$ cat config.mk
export PLATFORM = sky130hd
export DESIGN_NAME = mdma_axi_read
export DESIGN_NICKNAME = d
export VERILOG_FILES = /design/src/rtl/mdma_pkg.sv /design/src/rtl/mdma_axi_read.sv
export SDC_FILE = /design/constraint.sdc
export NUM_CORES = 1
export LEC_CHECK = 0
export BUFFER_PORTS_ARGS = -buffer_cell sky130_fd_sc_hd__buf_2
export CORE_AREA = 2 2 84 86
export DETAILED_ROUTE_END_ITERATION = 7
export DIE_AREA = 0 0 86 88
export PLACE_DENSITY = 0.87
export SLEW_MARGIN = 20
export SYNTH_ARGS = -nofsm -noshare
export SYNTH_HDL_FRONTEND = slang
export SYNTH_SLANG_ARGS = --single-unit
$ cat constraint.sdc
create_clock -name aclk -period 2.6 [get_ports aclk]
set_clock_uncertainty 0.1 [all_clocks]
set_input_delay 0.26 -clock aclk [delete_from_list [all_inputs] [get_ports aclk]]
set_output_delay 0.26 -clock aclk [all_outputs]
set_load 0.01 [all_outputs]
$ cat src/rtl/mdma_pkg.sv
// Shared definitions for the DMA AXI read and write engines.
// Holds the state encoding, burst limits and AXI response codes.
package mdma_pkg;

  localparam logic [1:0] S_IDLE = 2'd0;
  localparam logic [1:0] S_ADDR = 2'd1;
  localparam logic [1:0] S_DATA = 2'd2;

  localparam int MDMA_MAX_BURST = 16;
  localparam int AXI_LEN_W      = 4;

  localparam logic [1:0] AXI_RESP_OKAY = 2'b00;

  typedef enum logic [1:0] {
    ST_IDLE = S_IDLE,
    ST_ADDR = S_ADDR,
    ST_DATA = S_DATA
  } mdma_state_e;

endpackage

$ cat src/rtl/mdma_axi_read.sv
// DMA read-side AXI master: one AR burst per command, every R beat pushed into the data FIFO.
// Burst length is tracked by a down-counter; rlast and rresp are only checked and flagged on err.
module mdma_axi_read
  import mdma_pkg::*;
#(
  parameter int ADDR_W    = 32,
  parameter int DATA_W    = 64,
  parameter int LEN_W     = 5,
  parameter int MAX_BURST = MDMA_MAX_BURST
) (
  input  logic                 aclk,
  input  logic                 areset,
  input  logic                 valid,
  input  logic [ADDR_W-1:0]    head_addr,
  input  logic [LEN_W-1:0]     burst_len,
  output logic                 free,
  output logic                 err,
  output logic                 fifo_wen,
  output logic [DATA_W-1:0]    fifo_wdata,
  input  logic                 fifo_full,
  output logic [ADDR_W-1:0]    araddr,
  output logic [AXI_LEN_W-1:0] arlen,
  output logic                 arvalid,
  input  logic                 arready,
  input  logic [DATA_W-1:0]    rdata,
  input  logic [1:0]           rresp,
  input  logic                 rlast,
  input  logic                 rvalid,
  output logic                 rready
);

  mdma_state_e          state_r;
  logic [LEN_W-1:0]     remain_r;
  logic                 free_r;
  logic                 arvalid_r;
  logic                 err_r;
  logic [ADDR_W-1:0]    araddr_r;
  logic [AXI_LEN_W-1:0] arlen_r;

  logic cmd_ok_s;
  logic rready_s;
  logic beat_s;
  logic last_s;
  logic beat_bad_s;

  // Command legality, R handshake and per-beat error detection
  always_comb begin
    cmd_ok_s   = valid && (burst_len != {LEN_W{1'b0}}) && (burst_len <= LEN_W'(MAX_BURST));
    rready_s   = (state_r == ST_DATA) && !fifo_full;
    beat_s     = rready_s && rvalid;
    last_s     = (remain_r == LEN_W'(1));
    beat_bad_s = (rresp != AXI_RESP_OKAY) || (rlast != last_s);
  end

  // Burst FSM with registered AR request, status and error pulse
  always_ff @(posedge aclk or posedge areset) begin
    if (areset) begin
      state_r   <= ST_IDLE;
      remain_r  <= {LEN_W{1'b0}};
      free_r    <= 1'b1;
      arvalid_r <= 1'b0;
      err_r     <= 1'b0;
      araddr_r  <= {ADDR_W{1'b0}};
      arlen_r   <= {AXI_LEN_W{1'b0}};
    end else begin
      err_r <= 1'b0;
      case (state_r)
        ST_IDLE: begin
          if (cmd_ok_s) begin
            araddr_r  <= head_addr;
            arlen_r   <= AXI_LEN_W'(burst_len - LEN_W'(1));
            remain_r  <= burst_len;
            free_r    <= 1'b0;
            arvalid_r <= 1'b1;
            state_r   <= ST_ADDR;
          end
        end
        ST_ADDR: begin
          if (arready) begin
            arvalid_r <= 1'b0;
            state_r   <= ST_DATA;
          end
        end
        ST_DATA: begin
          if (beat_s) begin
            remain_r <= remain_r - LEN_W'(1);
            err_r    <= beat_bad_s;
            // The counter, not rlast, decides where the burst ends
            if (last_s) begin
              free_r  <= 1'b1;
              state_r <= ST_IDLE;
            end
          end
        end
        default: begin
          state_r   <= ST_IDLE;
          free_r    <= 1'b1;
          arvalid_r <= 1'b0;
        end
      endcase
    end
  end

  assign free       = free_r;
  assign err        = err_r;
  assign arvalid    = arvalid_r;
  assign araddr     = araddr_r;
  assign arlen      = arlen_r;
  assign rready     = rready_s;
  assign fifo_wen   = beat_s;
  assign fifo_wdata = rdata;

endmodule

# Yosys cells after proc, flatten, opt, wreduce, memory -nomap -nowiden

Index checks and enable logic that the tools add are counted.
Widths: inputs -> output; s select.

Add/sub/neg operators: 2
Magnitude comparators: 1
Bitwise logic cells: 2
Mux-type cells: 17
Equality and inequality tests: 8
Reduce and logical (&&, ||, !) cells: 15

Operators with widths:

| kind                | number |
|---|---|
| $mux 5              | 2 |
| $pmux 5 s2          | 1 |
| $mux 2              | 4 |
| $ne 2x2->1 const B  | 4 |
| $reduce_and 4->1    | 2 |
| $mux 1              | 7 |
| $pmux 1 s3          | 2 |
| $pmux 2 s3          | 1 |
| $reduce_and 3->1    | 2 |
| $eq 5x1->1 const B  | 1 |
| $le 5x5->1 const B  | 1 |
| $reduce_bool 5->1   | 1 |
| $sub 5x1->5 const B | 1 |
| $logic_and 1x1->1   | 4 |
| $reduce_bool 2->1   | 2 |
| $sub 4x1->4 const B | 1 |
| $eq 2x1->1 const B  | 1 |
| $eq 2x2->1 const B  | 1 |
| $logic_not 2->1     | 1 |
| $not 1->1           | 2 |
| $reduce_and 2->1    | 1 |
| $logic_not 1->1     | 1 |
| $logic_or 1x1->1    | 1 |
| $ne 1x1->1          | 1 |

Register bits: 46
Logic and storage cells: 52
Output and inout bits: 105

# Longest topological paths before layout

Gate-level depths: netlist of the first run.

Depth in word-level cells: 5
Mapped depth: 8
Mapped depth without buffers: 6

# Worst setup path after synthesis of the first run

OpenSTA, ideal clock, no wires.

Path type: in2reg
Start: in burst_len[0]
End: reg araddr_r[0], in the netlist araddr[0]
Arrival time: 1596 ps
Library setup time: 125 ps
Stages on the path: 8
Slack: 779 ps
Data required time: 2375 ps
Path buffers: 2
Cells stage by stage: inv_1 -> ha_1 -> nor3b_4 -> xnor2_2 -> nand3_2 -> buf_6 -> buf_8 -> mux2_4

Word-level cells in the longest chain between the ends: 4
Elaborated cells between the ends (all ways): 5
Those cells by class: order compare (1); reduce/logical (4)

Ends and longest elaborated chain:

| item                                                               | RTL line            | RTL |
|---|---|---|
| from (decl)                                                        | mdma_axi_read.sv:15 | `input logic [LEN_W-1:0] burst_len,` |
| parallel branches: the longest is 2 deep, another holds $le 5x5->1 | -                   |  |
| $logic_and 1x1->1 *                                                | mdma_axi_read.sv:48 | `cmd_ok_s = valid && (burst_len != {LEN_W{1'b0}}) && (burst_len <= LEN_W'(MAX_BURST));` |
| $reduce_and 2->1 (no source line) *                                | -                   |  |
| to (signal assigned)                                               | mdma_axi_read.sv:63 | `araddr_r <= {ADDR_W{1'b0}};` |
| to (signal assigned)                                               | mdma_axi_read.sv:70 | `araddr_r <= head_addr;` |
| to (decl)                                                          | mdma_axi_read.sv:37 | `logic [ADDR_W-1:0] araddr_r;` |

Every way passes the cells marked *.
A chain may end at the register's enable or synchronous reset.

# Worst setup path in the final report of the first run

Start: reg state_r[1]
End: out rready

Word-level cells in the longest chain between the ends: 2

Ends and longest elaborated chain:

| item                   | RTL line            | RTL |
|---|---|---|
| from (decl)            | mdma_axi_read.sv:32 | `mdma_state_e state_r;` |
| from (signal assigned) | mdma_axi_read.sv:58 | `state_r <= ST_IDLE;` |
| from (signal assigned) | mdma_axi_read.sv:75 | `state_r <= ST_ADDR;` |
| from (signal assigned) | mdma_axi_read.sv:81 | `state_r <= ST_DATA;` |
| $eq 2x2->1             | mdma_axi_read.sv:49 | `rready_s = (state_r == ST_DATA) && !fifo_full;` |
| $logic_and 1x1->1      | mdma_axi_read.sv:49 |  |
| to (decl)              | mdma_axi_read.sv:29 | `output logic rready` |

Every way passes these cells.

==> results.json, run 1 <==
{
  "core_region_area_mm2": 0.00664,
  "outcome": "finished with violations",
  "place_area_mm2": 0.00258,
  "critical_path.startpoint": "state_r[1]",
  "yosys.area_share.simple_pct": 6.73,
  "antenna_found_initial": 0,
  "area_growth_pct": 3.95,
  "post-route-min-period_ps": 1860,
  "fin_area_mm2": 0.00267,
  "synth_area_per_cell_um2": 11.2,
  "slew_violations": 0,
  "cts_buffers": 5,
  "htree_levels": 2,
  "finalHoldViolations": 37,
  "drive_gt1_share_pct": 52.4,
  "dieHeight_um": 88,
  "overflow": 0,
  "path_max_fanout": 15,
  "p_sw_w": 0.00103,
  "critPathRequiredTime_ps": 2240,
  "whs_ps": -18.8,
  "ys_seq_area_share_pct": 44.9,
  "violations": "negative hold slack",
  "worst_pin_slew_ps": 784,
  "synth_nets": 341,
  "clock.fmax_ghz": 0.536,
  "swShare_pct": 35.6,
  "drt_iter0_drc": 56,
  "synthXorXnorAreaFrac_pct": 2.29,
  "p_clk_share_pct": 14.4,
  "path_clk_slew_ps": 80,
  "dp.final_hpwl_um": 3860,
  "drc": 0,
  "cp-start-kind": "flip-flop",
  "tritoncts": "built",
  "synthMuxAreaShare_pct": 15.3,
  "min_period_over_period_pct": 71.7,
  "yosysWarningCount": 0,
  "synthAdderAreaFrac_pct": 1.46,
  "grt_pass1_wl_um": 7800,
  "yosysMostFrequentCell": "buf_4",
  "diodes": 0,
  "clockBufferDepth": 2,
  "gp_congestion": 0.856,
  "io_buffers": 86,
  "num_io_pins": 215,
  "grt_max_degree": 47,
  "placement_rows": 30,
  "worstPathArrival_ps": 1500,
  "ys_async_sr_fraction_pct": 100,
  "synth_top_area_share_pct": 43.9,
  "max-vdd-ir-drop_v": 0.000482,
  "p_total_w": 0.00291,
  "cellPowerDensity_mw_per_mm2": 1090,
  "postCtsSetupRepairBufs": 0,
  "synth-compound-area-share_pct": 7.13,
  "multi_input_area_um2": 843,
  "finalNetCount": 364,
  "grt_pass1_vias": 1668,
  "fin_ws_ps": 735,
  "ys_seq_elements": 46,
  "ys_top_cells_by_area": "dfrtp_1, buf_4, mux2_2, o21ai_0, mux2_4",
  "dr.pass1.iters": 4,
  "initial_core_util_pct": 38.6,
  "setup-tns-final_ps": 0,
  "rsz0062_at_grt": "no",
  "netlist_area_mm2": 0.00256,
  "cts_root_buf": "clkbuf_8",
  "drv_cap": 0,
  "internal-power_w": 0.00187,
  "slew_headroom_pct": 47.7,
  "synth_top_family_by_area": "buffers and inverters",
  "synth.distinct_cells": 40,
  "clock_latency_ps": 290,
  "finalSetupViolCount": 0,
  "hold_path.class": "primary input to async pin",
  "clock-sinks": 46,
  "synthCells": 228,
  "synth_edf_count": 0,
  "ys.flop_type": "dfrtp_1",
  "cts_hold_buf": 0,
  "via_per_inst": 4.94,
  "dieArea_mm2": 0.00757,
  "regToRegStartpoint": "remain_r[0]",
  "fillers": 647,
  "p_leak_nw": 1.30,
  "routed_wl_um": 5010,
  "dp_slack_ps": 545,
  "ant_nets": 0,
  "seq_area_mm2": 0.00115,
  "pwr-share-seq_pct": 44.3,
  "yosysTopAreaCell": "dfrtp_1",
  "setup.worst_path.end_class": "primary output",
  "track_usage_pct": 13.2,
  "ys_top_cells_by_count": "buf_4, dfrtp_1, mux2_2",
  "routedWlPerCell_um": 15.1,
  "vias": 1639,
  "worst-setup-path-type": "flip-flop to primary output",
  "power.combinational.fraction_pct": 41.3,
  "die_w_um": 86,
  "ctsResizeCount": 0
}
-- flip-flops by register name (all words and copies together) (netlist names) --
name,cells
arvalid,1
remain_r,5
err,1
araddr,32
arlen,4
state_r,2
free,1
-- layout by cell type, fill, tap and decap left out, types with 4 or more instances in the layout --
cell type,instances
a21oi_1,6
buf_2,86
clkbuf_8,5
dfrtp_1,45
inv_1,8
mux2_2,29
nand2_1,9
nor2_1,4
o21ai_0,12
-- worst paths after layout --
path | end | slack (ps) | depth (start not counted)
max | rready | 740 | 3
min | araddr[8] | -20 | 2
max reg2reg | remain_r[4] | 810 | 6
min reg2reg | arvalid | 380 | 2
max in group asynchronous | remain_r[4] | 1940 | 2
min in group aclk | araddr[11] | 90 | 2
-- cell type report --
type	count	area share, %
Multi-Input combinational cell	102	31.6
Clock buffer	7	2.86
Sequential cell	46	43.2
Clock inverter	1	0.282
Tap cell	80	3.76
Timing Repair Buffer	87	16.9
Inverter	9	1.31
-- critical path, stage by stage, from the launching register on --
cell and delay [ps]:
dfrtp_1 620, nand2b_1 310, nor2_1 150, buf_2 140
-- power groups by stage --
stage | sequential, W | clock [W] | combinational [W]
4_1_cts | 0.00129 | 0.000437 | 0.00122
6_report | 0.00129 | 0.000418 | 0.00120
2_1_floorplan | 0.00141 | 0 | 0.000731
3_5_place_dp | 0.00130 | 0 | 0.00121
5_1_grt | 0.00134 | 0.000465 | 0.00132
3_3_place_gp | 0.00129 | 0 | 0.00117
-- kinds of logic (layout without fill, tap and decap cells) --
family                   count (synthesis)  count (layout)
AO/OA/AOI/OAI                           30              30
XOR/XNOR                                 5               5
adder cells (fa/ha/maj)                  3               3
buffers and inverters                   80             104
flip-flops                              46              46
multiplexers                            34              34
AND/OR/NAND/NOR                         30              30
-- layer usage --
metal / up-vias / part of all wire [%] / GRT usage (%)
met4: 0 / 3.2 / 7.22
li1: 746 / - / -
met3: 17 / 8.6 / 4.71
met1: 785 / 37 / 14.6
met2: 91 / 51 / 22.3
met5: - / 0 / 0
-- per-stage QoR --
stage	utilization, %	instances
4_1_cts	40.1	332
2_1_floorplan	-	228
3_3_place_gp	38.8	324
5_1_grt	40.1	332
3_5_place_dp	38.8	324
6_report	40.1	332
No activity file was read; power rests on OpenSTA's default activity.
==> run 2: changes to the inputs <==
CORE_AREA = unset   (was 2 2 84 86)
CORE_MARGIN = 2   (was unset)
CORE_UTILIZATION = 39   (was unset)
DIE_AREA = unset   (was 0 0 86 88)
clock period = 1.95 ns   (was 2.6 ns; I/O delays follow)
==> run 2 against run 1 <==
Net effect: the run now ends clean; critical path depth up 3; cell count unchanged; first-iteration DRC count down 11%; worst setup slack worse by 580 ps; count of clock-buffer cells in the layout down 1; core utilization up 2.8 points; total power up 38%; worst hold slack better by 45 ps; register-to-register slack worse by 660 ps; global-route usage up 0.87 points; die area down 4.4%; largest cell class unchanged.
==> results.json, run 2 (synthesis gave the netlist of run 1 again) <==
{
  "drv_cap": 0,
  "rsz0062_at_grt": "no",
  "setup.worst_path.end_class": "flip-flop",
  "drt_iter0_drc": 50,
  "tritoncts": "built",
  "pwr-share-seq_pct": 41.9,
  "clock_latency_ps": 290,
  "finalHoldViolations": 0,
  "path_clk_slew_ps": 90,
  "p_leak_nw": 1.33,
  "diodes": 0,
  "cpMaxStageDelayCell": "or3b_2",
  "num_io_pins": 215,
  "outcome": "completed",
  "dieHeight_um": 85.1,
  "min_period_over_period_pct": 92.1,
  "p_clk_share_pct": 17.3,
  "largest_reg_flops": 32,
  "drc": 0,
  "dp.final_hpwl_um": 3690,
  "met3_usage_pct": 4.28,
  "critPathRequiredTime_ps": 2060,
  "max-vdd-ir-drop_v": 0.000706,
  "overflow": 0,
  "path_max_fanout": 6,
  "power.combinational.fraction_pct": 40.8,
  "grt_pass1_wl_um": 8200,
  "post-route-util_pct": 42.9,
  "p_sw_w": 0.00138,
  "clock.fmax_ghz": 0.557,
  "met1_usage_pct": 15.8,
  "grt_util_met2_pct": 24.4,
  "placement_rows": 29,
  "worstHoldStart": "head_addr[21]",
  "finalSetupViolCount": 0,
  "worstPathArrival_ps": 1910,
  "swShare_pct": 34.2,
  "slowest_delay_ps": 470,
  "internal-power_w": 0.00264,
  "placed_cells": 323,
  "grt_max_degree": 47,
  "slew_violations": 0,
  "finalNetCount": 367,
  "via_per_inst": 5.00,
  "area_growth_pct": 6.25,
  "initial_core_util_pct": 40.4,
  "dieArea_mm2": 0.00724,
  "whs_ps": 26.5,
  "hold_path.class": "primary input to flip-flop",
  "gr-max-usage-layer": "met2",
  "slew_headroom_pct": 66.0,
  "clock-sinks": 46,
  "track_usage_pct": 14.1,
  "drive_gt1_share_pct": 52.9,
  "grt_pass1_vias": 1777,
  "layout_common_cells": "buf_2, dfrtp_1, mux2_2",
  "worst_pin_slew_ps": 503,
  "antenna_found_initial": 0,
  "io_buffers": 86,
  "vias": 1660,
  "htree_levels": 2,
  "fin_cells": 332,
  "die_w_um": 85.1,
  "path_buf_inv": 1,
  "crit_chain": "inv_1, ha_1, or3b_2, nor3_1, a21oi_1, o221ai_1",
  "crit_family": "simple AND/OR/NAND/NOR gates",
  "layout_commonest_cell": "buf_2",
  "worst-setup-path-type": "flip-flop to flip-flop",
  "cts_root_buf": "clkbuf_8",
  "dr.pass1.iters": 4,
  "core_region_area_mm2": 0.00635,
  "ant_nets": 0,
  "clockBufferDepth": 2,
  "cp-start-kind": "flip-flop",
  "gp_congestion": 0.900,
  "critical_path.startpoint": "remain_r[0]",
  "post-route-min-period_ps": 1800,
  "regToRegStartpoint": "remain_r[0]",
  "routed_wl_um": 4920,
  "cellPowerDensity_mw_per_mm2": 1480,
  "cts_buffers": 5,
  "routedWlPerCell_um": 14.8
}
-- run 2: power groups by stage --
stage / sequential, W / combinational [W] / clock [W]
final: 0.00168 / 0.00164 / 0.000697
after global routing: 0.00174 / 0.00180 / 0.000772
after CTS: 0.00169 / 0.00167 / 0.000733
after detailed placement: 0.00170 / 0.00167 / 0
after global placement: 0.00168 / 0.00161 / 0
after floorplan: 0.00187 / 0.000975 / 0
-- run 2: final cells by class --
class	count	area, um2
inverters	9	33.8
multi-input cells	102	843
fillers	591	3630
flip-flops and latches	46	1150
clock inverters	2	37.5
repair buffers	90	488
clock buffers	6	72.6
well taps	77	96.3
-- run 2: timing repair --
item | in CTS | in global routing
gates resized for setup | 0 | 0
hold buffers | 1 | 0
endpoints found under the hold margin | 45 | 0
buffers inserted | 0 | 0
-- run 2: worst register-to-register path, stage by stage, from the launching register on --
cell	delay (ps)
dfrtp_1	450
inv_1	120
ha_1	200
or3b_2	470
nor3_1	140
a21oi_1	60
o221ai_1	160
-- run 2: metal layers --
layer | wire length, um | up-vias | part of all wire [%]
li1 | - | 758 | -
met1 | 1810 | 794 | 37
met2 | 2540 | 82 | 52
met3 | 425 | 26 | 8.6
met4 | 138 | 0 | 2.8
met5 | 0 | - | 0
-- run 2: metrics by stage --
step | power (W) | setup TNS (ps) | worst slack [ps] | cell area, um2
4_1_cts | 0.00409 | 0 | 158 | 2720
2_1_floorplan | 0.00285 | 0 | 194 | 2560
3_5_place_dp | 0.00337 | -42.5 | -12.9 | 2600
3_3_place_gp | 0.00329 | 0 | 88.3 | 2600
5_1_grt | 0.00432 | 0 | 12.1 | 2720
6_report | 0.00402 | 0 | 153 | 2720
-- run 2: final timing paths --
check	endpoint	slack, ps	depth (start not counted)
max reg2reg	remain_r[4]	150	6
min	araddr[21]	30	2
max	remain_r[4]	150	6
min in group asynchronous	araddr[6]	390	4
max in group asynchronous	free	1090	4
min reg2reg	arvalid	380	2
==> run 3: changes to the inputs <==
CORE_ASPECT_RATIO = 0.6   (was unset)
==> run 3 against run 2 <==
Net effect: cell count up 2.7%; critical endpoint unchanged; maximum frequency up 2.5%; global-route usage up 0.89 points.
==> results.json, run 3 (synthesis gave the netlist of run 1 again) <==
{
  "outcome": "completed",
  "setup-tns-final_ps": 0,
  "worstPathArrival_ps": 1870,
  "placed_cells": 332,
  "p_leak_nw": 1.34,
  "initial_core_util_pct": 41.2,
  "power.combinational.fraction_pct": 42.4,
  "path_clk_slew_ps": 90,
  "dp_slack_ps": 34.2,
  "ctsResizeCount": 0,
  "ant_nets": 0,
  "clock_latency_ps": 290,
  "grt_pass1_vias": 1627,
  "slew_violations": 0,
  "fin_ws_ps": 197,
  "pwr-share-seq_pct": 42.4,
  "dp.final_hpwl_um": 4000,
  "dieHeight_um": 66.8,
  "largest_reg_flops": 32,
  "area_growth_pct": 6.59,
  "swShare_pct": 35.8,
  "path_max_fanout": 3,
  "htree_levels": 2,
  "core_region_area_mm2": 0.00622,
  "io_buffers": 86,
  "grt_max_degree": 47,
  "finalNetCount": 369,
  "internal-power_w": 0.00256,
  "cp-start-kind": "flip-flop",
  "clock.fmax_ghz": 0.571,
  "slew_headroom_pct": 67.5,
  "critical_path.startpoint": "remain_r[1]",
  "overflow": 0,
  "layout_commonest_cell": "buf_2",
  "cts_root_buf": "clkbuf_8",
  "clock-sinks": 46,
  "finalSetupViolCount": 0,
  "routed_wl_um": 5250,
  "clockBufferDepth": 2,
  "post-route-min-period_ps": 1750,
  "worst-setup-path-type": "flip-flop to flip-flop",
  "max-vdd-ir-drop_v": 0.000651,
  "critPathRequiredTime_ps": 2060,
  "hold_path.class": "primary input to flip-flop",
  "gp_congestion": 0.846,
  "antenna_found_initial": 0,
  "worstHoldStart": "head_addr[30]",
  "whs_path_depth": 2,
  "track_usage_pct": 15.0,
  "tritoncts": "built",
  "drive_gt1_share_pct": 53.7,
  "finalHoldViolations": 0,
  "rsz0062_at_grt": "no",
  "worst_pin_slew_ps": 481,
  "via_per_inst": 4.84,
  "cellPowerDensity_mw_per_mm2": 1460,
  "ff2ff_path_depth": 6,
  "cts_buffers": 5,
  "routedWlPerCell_um": 15.4,
  "drt_iter0_drc": 71,
  "layout_common_cells": "buf_2, dfrtp_1, mux2_2",
  "vias": 1650,
  "grt_pass1_wl_um": 8140,
  "diodes": 0,
  "dieArea_mm2": 0.00726,
  "regToRegStartpoint": "remain_r[1]",
  "p_clk_share_pct": 15.2,
  "p_total_w": 0.00399,
  "placement_rows": 22,
  "min_period_over_period_pct": 89.9,
  "setup.worst_path.end_class": "flip-flop",
  "num_io_pins": 215,
  "die_w_um": 109,
  "drc": 0,
  "fin_cells": 341,
  "drv_cap": 0,
  "dr.pass1.iters": 4,
  "p_sw_w": 0.00143
}
==> run 3: cell types whose count changed in the layout (fill, tap and decap cells not counted) <==
cell       delta
clkbuf_1      -1
clkinv_2      +1
buf_4         +2
bufinv_16     -1
clkbuf_8      +1
==> run 3: final timing paths <==
kind,slack (ps),end
setup / recovery,200,remain_r[4]
hold / removal,30,araddr[30]
setup reg to reg,200,remain_r[4]
hold reg to reg,410,arvalid
max in group asynchronous,1100,free
min in group asynchronous,380,araddr[17]
==> run 3: layout make-up <==
type / instances / area (um2)
clock buffers: 6 / 82.6
inverters: 9 / 33.8
flip-flops and latches: 46 / 1150
repair buffers: 92 / 503
clock inverters: 2 / 12.5
well taps: 84 / 105
multi-input cells: 102 / 843
fillers: 610 / 3490
==> run 3: per-layer routing <==
| layer | share of wire, % | GRT usage, % |
|---|---|---|
| met5 | 0 | 0 |
| met4 | 0.59 | 3.04 |
| met3 | 13 | 8.41 |
| met2 | 40 | 21.7 |
| met1 | 47 | 19.4 |
==> run 3: timing repair <==
item	in CTS	in global routing
setup buffers	0	0
hold buffers	1	0
endpoints found under the hold margin	45	0
==> run 3: power groups by stage <==
stage	sequential, W	clock [W]	combinational (W)
3_3_place_gp	0.00169	0	0.00165
3_5_place_dp	0.00171	0	0.00172
2_1_floorplan	0.00187	0	0.000975
5_1_grt	0.00175	0.000689	0.00187
4_1_cts	0.00170	0.000640	0.00172
6_report	0.00169	0.000605	0.00169
==> run 3: metrics by stage <==
stage | instance area (um2) | hold slack [ps] | utilization (%)
after floorplan | 2560 | 203 | -
after global placement | 2630 | 147 | 42.2
after detailed placement | 2630 | 152 | 42.2
after CTS | 2730 | 15.5 | 43.9
after global routing | 2730 | 6.61 | 43.9
final | 2730 | 27.3 | 43.9
==> run 3: critical path, cell delays in order (launching register included) <==
cell      delay (ps)
dfrtp_1          400
inv_1            100
ha_1             200
or3b_2           480
nor3_1           160
a21oi_1           60
o221ai_1         160
